**config.mk**
```make
export PLATFORM = sky130hd
export DESIGN_NAME = fp_argmax_stream
export DESIGN_NICKNAME = d
export VERILOG_FILES = /design/src/rtl/fp_argmax_stream.sv
export SDC_FILE = /design/constraint.sdc
export NUM_CORES = 1
export LEC_CHECK = 0
export BUFFER_PORTS_ARGS = -buffer_cell sky130_fd_sc_hd__clkbuf_2
export CAP_MARGIN = 40
export CORE_AREA = 10 10 90 77
export DETAILED_ROUTE_END_ITERATION = 16
export DIE_AREA = 0 0 100 87
export PLACE_DENSITY = 0.82
export SLEW_MARGIN = 10
export SYNTH_ARGS = -nofsm -noshare
export SYNTH_HDL_FRONTEND = slang
export SYNTH_SLANG_ARGS = --single-unit
```
**constraint.sdc**
```tcl
create_clock -name clk -period 2 [get_ports clk]
set_clock_uncertainty 0.15 [all_clocks]
set_input_delay 0.1 -clock clk [delete_from_list [all_inputs] [get_ports clk]]
set_output_delay 0.1 -clock clk [all_outputs]
set_load 0.1 [all_outputs]
```
**src/rtl/fp_argmax_stream.sv**
```systemverilog
// fp_argmax_stream: streaming FP16 arg-max over valid/ready frames, one result beat per frame

// fp_comparator: gt = a > b for FP16 values, ordered as sign-magnitude bit fields
module fp_comparator (
  input  logic [15:0] a,
  input  logic [15:0] b,
  output logic        gt
);
  // Opposite signs: the non-negative one wins (so +0 > -0); equal signs compare magnitudes,
  // reversed for negatives. Bitwise-equal inputs are never greater.
  always_comb
    gt = (a[15] != b[15]) ? ~a[15] : (a[15] ? (a[14:0] < b[14:0]) : (a[14:0] > b[14:0]));
endmodule

module fp_argmax_stream #(
  parameter int DATA_WIDTH = 16,
  parameter int IDX_WIDTH  = 8,
  parameter int MAX_LEN    = 256
) (
  input  logic                  clk,
  input  logic                  rst_n,
  input  logic                  s_valid,
  output logic                  s_ready,
  input  logic [DATA_WIDTH-1:0] s_data,
  input  logic                  s_last,
  output logic                  m_valid,
  input  logic                  m_ready,
  output logic [DATA_WIDTH-1:0] m_max,
  output logic [IDX_WIDTH-1:0]  m_idx,
  output logic [IDX_WIDTH-1:0]  m_count,
  output logic                  m_trunc
);
  typedef enum logic [1:0] {st_first, st_run, st_done} state_t;
  localparam logic [IDX_WIDTH-1:0] last_idx = IDX_WIDTH'(MAX_LEN - 1);
  state_t                state_q, state_d;
  logic [DATA_WIDTH-1:0] max_q, max_d;
  logic [IDX_WIDTH-1:0]  idx_q, idx_d, cnt_q, cnt_d, cnt_nxt;
  logic                  trunc_q, trunc_d, gt, acc;
  fp_comparator u_cmp (
    .a (s_data),
    .b (max_q),
    .gt(gt)
  );
  assign s_ready = rst_n & (state_q != st_done);
  assign acc     = s_valid & s_ready;
  assign cnt_nxt = cnt_q + 1'b1;
  assign m_valid = state_q == st_done;
  assign m_max   = max_q;
  assign m_idx   = idx_q;
  assign m_count = cnt_q;
  assign m_trunc = trunc_q;
  // Next state: first beat seeds the running max, later beats update it on strict greater,
  // and the frame closes on s_last or when the element at index MAX_LEN-1 arrives.
  always_comb begin
    state_d = state_q;
    max_d   = max_q;
    idx_d   = idx_q;
    cnt_d   = cnt_q;
    trunc_d = trunc_q;
    case (state_q)
      st_first: if (acc) begin
        max_d   = s_data;
        idx_d   = '0;
        cnt_d   = '0;
        trunc_d = 1'b0;
        state_d = s_last ? st_done : st_run;
      end
      st_run: if (acc) begin
        cnt_d = cnt_nxt;
        if (gt) begin
          max_d = s_data;
          idx_d = cnt_nxt;
        end
        if (s_last || cnt_nxt == last_idx) begin
          state_d = st_done;
          trunc_d = ~s_last;
        end
      end
      st_done: if (m_ready) state_d = st_first;
      default: state_d = st_first;
    endcase
  end
  // State and frame registers; reset drops any partial frame or pending result.
  always_ff @(posedge clk or negedge rst_n) begin
    if (!rst_n) begin
      state_q <= st_first;
      max_q   <= '0;
      idx_q   <= '0;
      cnt_q   <= '0;
      trunc_q <= 1'b0;
    end else begin
      state_q <= state_d;
      max_q   <= max_d;
      idx_q   <= idx_d;
      cnt_q   <= cnt_d;
      trunc_q <= trunc_d;
    end
  end
endmodule
```
## Word level (Yosys, flattened, before mapping)

Index checks and enable logic that the tools add are counted.
W data, S select, Z words.

- Bits in registers: 35
- Output and inout bits: 35

- $add $sub $neg: 1
- Magnitude comparators: 2
- Equality and inequality tests: 10
- Multiplexer cells: 22
- Bitwise gates (word level): 4
- Reductions and logical operators: 7

Operator list:

| cell | count |
|---|---|
| $mux W16 | 3 |
| $mux W8 | 4 |
| $pmux W16 S2 | 1 |
| $pmux W8 S2 | 2 |
| $gt A15 B15 Y1 | 1 |
| $lt A15 B15 Y1 | 1 |
| $reduce_and A4 Y1 | 3 |
| $mux W2 | 5 |
| $ne A2 B2 Y1 const B | 5 |
| $add A8 B1 Y8 const B | 1 |
| $eq A8 B8 Y1 const B | 1 |
| $pmux W2 S3 | 1 |
| $mux W1 | 5 |
| $reduce_and A3 Y1 | 1 |
| $and A1 B1 Y1 | 2 |
| $eq A2 B1 Y1 const B | 1 |
| $eq A2 B2 Y1 const B | 1 |
| $logic_not A2 Y1 | 1 |
| $ne A2 B1 Y1 const B | 1 |
| $not A1 Y1 | 2 |
| $pmux W1 S2 | 1 |
| $reduce_bool A2 Y1 | 1 |
| $logic_or A1 B1 Y1 | 1 |
| $ne A1 B1 Y1 | 1 |

## Depth between registers and ports, before layout

Gate-level depths: netlist (run 1).

- Word-level depth: 6
- Mapped depth: 10
- Gate-level depth less buffers: 8

## By module

From an unflattened synthesis (run 1), not the netlist that was laid out.

- Cells, all modules: 240
- Area, all modules: 2094.5 µm²

By module, submodules not included:

| module | times used | cells an instance | area an instance (µm²) |
|---|---|---|---|
| fp_argmax_stream | 1 | 186 | 1686.6 |
| fp_comparator | 1 | 54 | 407.9 |

## Worst setup path before layout (run 1)

No wires, ideal clock.

- Path kind: reg2reg
- Start point: reg max_q[13], in the netlist m_max[13]
- End point: reg idx_q[0], in the netlist m_idx[0]
- Library setup time: 0.168 ns
- Arrival time: 2.548 ns
- Path slack: -0.866 ns
- Cell stages (with the launch flop): 10
- Clock period less this slack: 2.866 ns
- Path through: dfrtp_1 inv_1 ha_1 nand4_1 nor3_4 o31ai_2 and2_4 buf_6 o2111ai_4 o221ai_1

- Longest elaborated chain between the ends: 5

RTL lines:

| what | RTL line | source |
|---|---|---|
| start, declared | 36 | `logic [DATA_WIDTH-1:0] max_q, max_d;` |
| start signal, assigned | 93 | `max_q <= max_d;` |
| $gt A15 B15 Y1 / $lt A15 B15 Y1 (equally long branches) | 12 | `gt = (a[15] != b[15]) ? ~a[15] : (a[15] ? (a[14:0] < b[14:0]) : (a[14:0] > b[14:0]));` |
| $mux W1 (*) (2 in a row) | 12 |  |
| $ne A2 B2 Y1 (no line) (*) | n/a |  |
| $reduce_and A4 Y1 (no line) (*) | n/a |  |
| end signal, assigned | 94 | `idx_q <= idx_d;` |
| end, declared | 37 | `logic [IDX_WIDTH-1:0] idx_q, idx_d, cnt_q, cnt_d, cnt_nxt;` |

Every way passes the cells marked *; elsewhere a longest branch is shown, timed or not.
A chain may end at the register's enable or synchronous reset.

## Worst setup path after layout (run 1)

- Start point: reg max_q[10], in the netlist m_max[10]
- End point: reg idx_q[7], in the netlist m_idx[7]

Same word-level chain as after synthesis.

==> results.sh, run 1 <==
export IMPL_routabilityCongestion=0.8888
export IMPL_setup_ws_ns=-0.3579
export IMPL_place_port_buffers=55
export IMPL_power_mw=5.692
export IMPL_crit_path_cell_trace="inv_2 > ha_4 > a21oi_4 > o21ai_4 > a211oi_4 > a21oi_4 > buf_4 > o2111ai_1 > o211ai_1"
export IMPL_grt_pass1_wl_um=13190
export IMPL_power_density_nw_per_um2=1558
export IMPL_h_tree_depth=2
export IMPL_cts_max_path_buffers=2
export IMPL_rows=24
export IMPL_grt_antenna_before_repair=0
export IMPL_drtAntennaViolNets=0
export IMPL_crit_top_cell="a21oi_4"
export IMPL_period_minus_slack_ns=2.358
export IMPL_max_clock_freq_mhz=424.1
export IMPL_clock_latency_ns=0.30
export IMPL_ys_seq_area_frac=0.3595
export IMPL_root_buffer="clkbuf_8"
export IMPL_synth_top_flop_cell="dfrtp_1"
export IMPL_status="finished, violations left"
export IMPL_cts_clk_slew_worst_paths_ns=0.09
export IMPL_dp_hpwl_um=5484
export IMPL_areaGrowthSynthToFinish_pct=49.92
export IMPL_syn_area_per_cell_um2=9.370
export IMPL_drv_slew=0
export IMPL_p_int_mw=2.568
export IMPL_die_w_um=100
export IMPL_comb_power_share=0.679
export IMPL_vdd_drop_max_uv=929.9
export IMPL_synth_nets=298
export IMPL_slew_headroom=0.6274
export IMPL_cp_arrival_ns=2.38
export IMPL_drtPass1Iterations=4
export IMPL_drt_iter0_markers=204
export IMPL_route_detailed_drc=0
export IMPL_slowest_delay_ns=0.48
export IMPL_p_clk_frac=0.121
export IMPL_pre_cts_slack_ns=-0.2857
export IMPL_crit_type="register to register"
export IMPL_yosysUniqueCellTypes=48
export IMPL_coreArea_um2=5195
export IMPL_grt_usage=0.1838
export IMPL_drive_above_1_share=0.4973
export IMPL_yosysWarningCount=0
export IMPL_required_ns=2.02
export IMPL_grt_max_degree=38
export IMPL_via_count=2557
export IMPL_syn_inst=260
export IMPL_nets=405
export IMPL_grt_pass1_vias=2659
export IMPL_cp_num_buf_inv=2
export IMPL_seq_power_share=0.200
export IMPL_n_fill_cell=372
export IMPL_post_drt_wl_per_cell_um=19.69
export IMPL_grt_overflow_total=0
export IMPL_rsz0062_at_grt="true"
export IMPL_chipHeight_um=87
export IMPL_clock_sinks=35
export IMPL_worst_hold_slack_ns=0.01289
export IMPL_hold_violations=0
export IMPL_cts_buffers=5
export IMPL_cap_violations=0
export IMPL_ys_async_sr_fraction=1.000
export IMPL_synth_edf_count=0
export IMPL_critPathLaunchType="register"
export IMPL_wl_um=8526
export IMPL_worstHoldPathType="input port to register"
export IMPL_vias_per_cell=5.905
export IMPL_post_route_period_util=1.179
export IMPL_p_sw_mw=3.124
export IMPL_initial_core_util=0.4689
export IMPL_power_leakage_nw=1.543
export IMPL_antenna_cells=0
export IMPL_switching_share=0.5489
export IMPL_crit_slowest_cell="dfrtp_4"
export IMPL_cp_max_fo=6
export IMPL_layout_common_cells="clkbuf_2 (53), nand2_1 (50), buf_4 (37)"
export IMPL_endpoint_kind="register"
export IMPL_finalSetupViolCount=23
export IMPL_dieArea_um2=8700
export IMPL_path_delay_family="compound AO/OA/AOI/OAI gates"
export IMPL_worst_pin_slew_ns=0.5613
export IMPL_io_pins=56
export IMPL_violations="negative setup slack"
export IMPL_syn_area_um2=2436
export IMPL_cts_tree="done"
export IMPL_final_common_cell="clkbuf_2"
export IMPL_ys_ff_latch=35
-- through the flow --
| step | TNS, ns | std cells | area, um2 | util |
|---|---|---|---|---|
| 2_1_floorplan | -7.647 | 260 | 2631 | - |
| 3_3_place_gp | -5.921 | 403 | 3192 | 0.6144 |
| 3_5_place_dp | -5.594 | 404 | 3203 | 0.6166 |
| 4_1_cts | -6.067 | 429 | 3493 | 0.6724 |
| 5_1_grt | -8.855 | 433 | 3652 | 0.7030 |
| 6_report | -6.683 | 433 | 3652 | 0.7030 |
-- metal layers --
layer	vias up	wire length [um]	share of wire	GRT usage
li1	1170	-	-	-
met1	1254	3569	0.42	0.2279
met2	112	4154	0.49	0.2977
met3	21	633	0.074	0.05556
met4	0	169	0.020	0.06154
met5	-	0	0	0
-- worst min-delay path, delay by kind of cell --
family	cells	cell delay, ns
buf+inv	1	0.13
compound gates	2	0.19
-- repair_timing --
item                                    in CTS  in global routing
buffers inserted                             1                  2
cloned                                       1                  2
pin swaps                                    6                 30
endpoints found under the hold margin       49                  0
endpoints found under the setup margin      23                 24
hold buffers                                15                  0
resized for setup                            2                 20
-- cell type report --
type	instances	area [um2]	area share
Sequential cell	35	942.2	0.2580
Clock buffer	5	68.82	0.01884
Multi-Input combinational cell	191	1625	0.4450
Timing Repair Buffer	111	795.8	0.2179
Clock inverter	3	47.55	0.01302
Inverter	23	91.34	0.02501
Tap cell	65	81.33	0.02227
-- state kept, by name (all words and copies together) (netlist names) --
register and count:
m_count 8, m_trunc 1, m_idx 8, m_max 16
state_q 2
-- kinds of logic (layout without fill, tap and decap cells) --
kind of cell | Yosys count | count (layout) | synth area share
AOI/OAI and AO/OA | 85 | 86 | 0.2984
and+or+nand+nor | 80 | 81 | 0.1572
buffers and inverters | 36 | 142 | 0.07241
adders and majority gates | 17 | 17 | 0.08731
xor gates and xnor gates | 7 | 7 | 0.02517
DFF | 35 | 35 | 0.3595
-- power by group through the flow --
stage | logic, mW | clock network [mW] | registers (mW)
floorplan | 1.25 | 0 | 2.54
global placement | 3.40 | 0 | 1.11
detailed placement | 3.48 | 0 | 1.13
CTS | 3.57 | 0.688 | 1.12
global route | 4.08 | 0.714 | 1.16
finish | 3.86 | 0.690 | 1.14
-- worst paths after layout --
| kind | from | endpoint | slack (ns) | cells past startpoint |
|---|---|---|---|---|
| min in group asynchronous | rst_n | m_max[2]$_DFFE_PN0P_ | 0.28 | 3 |
| max in group asynchronous | rst_n | m_max[9]$_DFFE_PN0P_ | 1.03 | 3 |
| worst max-delay path | m_max[10]$_DFFE_PN0P_ | m_idx[7]$_DFFE_PN0P_ | -0.36 | 9 |
| worst min-delay path | s_data[8] | m_max[8]$_DFFE_PN0P_ | 0.01 | 3 |
| worst max register to register | m_max[10]$_DFFE_PN0P_ | m_idx[7]$_DFFE_PN0P_ | -0.36 | 9 |
| worst min register to register | m_idx[3]$_DFFE_PN0P_ | m_idx[3]$_DFFE_PN0P_ | 0.37 | 2 |
-- Yosys cell counts, drive strengths merged, types with 2 or more instances --
master	instances	area (um2)
a21oi	9	67.57
a22oi	15	112.6
a211oi	2	25.02
xnor2	2	17.52
nand3	5	25.02
clkbuf	4	15.01
nor2	7	28.78
or2	2	12.51
inv	23	86.33
o211ai	35	302.8
nand2	51	191.4
xor2	5	43.79
dfrtp	35	875.8
ha	17	212.7
nand4b	3	26.28
o2111ai	2	35.04
o21ai	7	38.78
nand2b	3	21.27
o31ai	3	27.52
a31oi	2	12.51
o221ai	4	35.03
buf	9	75.06
nand4	2	12.51
(Power assumes the default switching activity.)
==> inputs of run 2 (changes only) <==
--- a/config.mk
+++ b/config.mk
@@ -11,6 +11,7 @@
 export DETAILED_ROUTE_END_ITERATION = 16
 export DIE_AREA = 0 0 100 87
 export PLACE_DENSITY = 0.82
+export REMOVE_ABC_BUFFERS = 1
 export SLEW_MARGIN = 10
 export SYNTH_ARGS = -nofsm -noshare
 export SYNTH_HDL_FRONTEND = slang
==> run 2 against run 1 <==
  * The run still ends with negative setup slack left
  * Power decreased by 0.41%
  * Register-to-register slack got worse by 0.15 ns
  * Final area about the same
  * Count of clock-buffer cells in the layout increased by 1
  * Via count increased by 3.6%
  * Final cell count increased by 3.9%
  * Clock power decreased by 8.4%
  * Combinational power increased by 4%
  * Non-clock buffer count increased by 20
  * Wire length decreased by 0.54%
  * Critical path type unchanged
==> results.sh, run 2 (synthesized netlist as in run 1, its figures left out) <==
export IMPL_root_buffer="clkbuf_8"
export IMPL_initial_core_util=0.4689
export IMPL_grt_pass1_wl_um=12590
export IMPL_cp_arrival_ns=2.56
export IMPL_place_port_buffers=55
export IMPL_worst_hold_slack_ns=0.01068
export IMPL_grt_max_degree=38
export IMPL_die_w_um=100
export IMPL_drv_slew=0
export IMPL_max_clock_freq_mhz=398.4
export IMPL_grt_overflow_total=0
export IMPL_rows=24
export IMPL_cts_tree="done"
export IMPL_rsz0062_at_grt="true"
export IMPL_hold_violations=0
export IMPL_crit_slowest_cell="dfrtp_1"
export IMPL_seq_power_share=0.180
export IMPL_h_tree_depth=2
export IMPL_crit_top_cell="a21oi_1"
export IMPL_largest_reg_flops=16
export IMPL_endpoint_kind="register"
export IMPL_slew_headroom=0.6309
export IMPL_switching_share=0.5384
export IMPL_violations="negative setup slack"
export IMPL_drtPass1Iterations=7
export IMPL_drive_above_1_share=0.4545
export IMPL_n_fill_cell=360
export IMPL_slowest_delay_ns=0.36
export IMPL_stdcell_count=450
export IMPL_cap_violations=0
export IMPL_coreArea_um2=5195
export IMPL_crit_path_cell_trace="inv_1 > ha_1 > a21oi_1 > a21oi_1 > o31ai_4 > a21oi_4 > buf_4 > or3_4 > o221ai_2"
export IMPL_chipHeight_um=87
export IMPL_required_ns=2.05
export IMPL_nets=423
export IMPL_vdd_drop_max_uv=984.7
export IMPL_use_met3=0.03730
export IMPL_worst_pin_slew_ns=0.5559
export IMPL_p_clk_frac=0.111
export IMPL_drtAntennaViolNets=0
export IMPL_cts_max_path_buffers=2
export IMPL_use_met2=0.2877
export IMPL_routabilityCongestion=0.8645
export IMPL_drt_iter0_markers=208
export IMPL_cts_buffers=5
export IMPL_via_count=2650
export IMPL_cp_num_buf_inv=2
export IMPL_path_delay_family="compound AO/OA/AOI/OAI gates"
export IMPL_grt_usage=0.1744
export IMPL_dp_hpwl_um=5286
export IMPL_final_seq_area_um2=877.1
export IMPL_worstHoldPathType="input port to register"
export IMPL_grt_util_met1=0.2178
export IMPL_status="finished, violations left"
export IMPL_vias_per_cell=5.889
export IMPL_setup_ws_ns=-0.5100
export IMPL_multiInputGateArea_um2=1531
export IMPL_power_leakage_nw=1.689
export IMPL_grt_antenna_before_repair=0
export IMPL_cts_clk_slew_worst_paths_ns=0.08
export IMPL_clock_latency_ns=0.29
export IMPL_dp_cells=419
export IMPL_p_sw_mw=3.052
export IMPL_areaGrowthSynthToFinish_pct=50.03
export IMPL_wl_um=8480
export IMPL_io_pins=56
export IMPL_tns_ns=-9.195
export IMPL_clock_sinks=35
export IMPL_route_detailed_drc=0
export IMPL_crit_type="register to register"
export IMPL_busiest_layer="met2"
export IMPL_period_minus_slack_ns=2.510
export IMPL_grt_pass1_vias=2593
export IMPL_finalSetupViolCount=23
export IMPL_post_route_period_util=1.255
export IMPL_p_int_mw=2.616
export IMPL_critPathLaunchType="register"
export IMPL_dieArea_um2=8700
export IMPL_pre_cts_slack_ns=-0.3391
export IMPL_layout_common_cells="clkbuf_2 (53), buf_4 (53), nand2_1 (49)"
export IMPL_antenna_cells=0
export IMPL_post_drt_wl_per_cell_um=18.84
export IMPL_power_density_nw_per_um2=1551
export IMPL_comb_power_share=0.709
export IMPL_cp_max_fo=6
## run 2: cell count changes in the layout (fill, tap and decap cells not counted), sizes merged
cell         previous run  this run
inv                    24        23
clkbuf                 59        60
nand2b                  4         3
clkinv                  1         0
buf                    42        68
a21oi                  10         9
dlygate4sd3            15         9
## run 2: per-layer routing
metal / routed length (um) / share of wire
met5: 0 / 0
met3: 635 / 0.075
met4: 255 / 0.030
met1: 3441 / 0.41
met2: 4148 / 0.49
## run 2: stage by stage
step | util | area, um2 | power, mW
floorplan | - | 2346 | 3.385
global placement | 0.6060 | 3148 | 4.373
detailed placement | 0.6060 | 3148 | 4.460
CTS | 0.6614 | 3436 | 5.277
global route | 0.7035 | 3655 | 5.935
finish | 0.7035 | 3655 | 5.668
## run 2: path summary, 6_finish.rpt
kind | endpoint | slack (ns) | startpoint | cells past startpoint
worst max-delay path | m_idx[0]$_DFFE_PN0P_ | -0.51 | m_max[2]$_DFFE_PN0P_ | 9
worst min-delay path | m_max[11]$_DFFE_PN0P_ | 0.01 | s_data[11] | 3
worst max register to register | m_idx[0]$_DFFE_PN0P_ | -0.51 | m_max[2]$_DFFE_PN0P_ | 9
worst min register to register | state_q[0]$_DFFE_PN0P_ | 0.35 | state_q[1]$_DFFE_PN0P_ | 1
max in group asynchronous | m_count[0]$_DFFE_PN0P_ | 1.18 | rst_n | 3
min in group asynchronous | m_count[1]$_DFFE_PN0P_ | 0.24 | rst_n | 3
## run 2: repair_timing
action,4_1_cts,5_1_grt
setup endpoints to repair,23,26
resized for setup,15,23
hold endpoints to repair,43,0
hold buffers,9,0
cloned,0,2
buffers inserted,1,13
pin swaps,11,20
## run 2: final cells by class
class,count,share of cell area
Clock inverter,1,0.008216
Clock buffer,6,0.01986
Tap cell,65,0.02225
Multi-Input combinational cell,189,0.4190
Inverter,23,0.02362
Timing Repair Buffer,131,0.2670
Sequential cell,35,0.2400
## run 2: tightest hold or removal path: cells and delay by family
family	cells	cell delay (ns)
buffers and inverters	1	0.11
AOI/OAI and AO/OA	2	0.19
## run 2: power groups by stage
stage	Clock [mW]	Combinational, mW	Sequential [mW]
finish	0.632	4.02	1.02
CTS	0.632	3.63	1.01
global placement	0	3.36	1.01
floorplan	0	0.972	2.41
global route	0.663	4.23	1.04
detailed placement	0	3.44	1.02
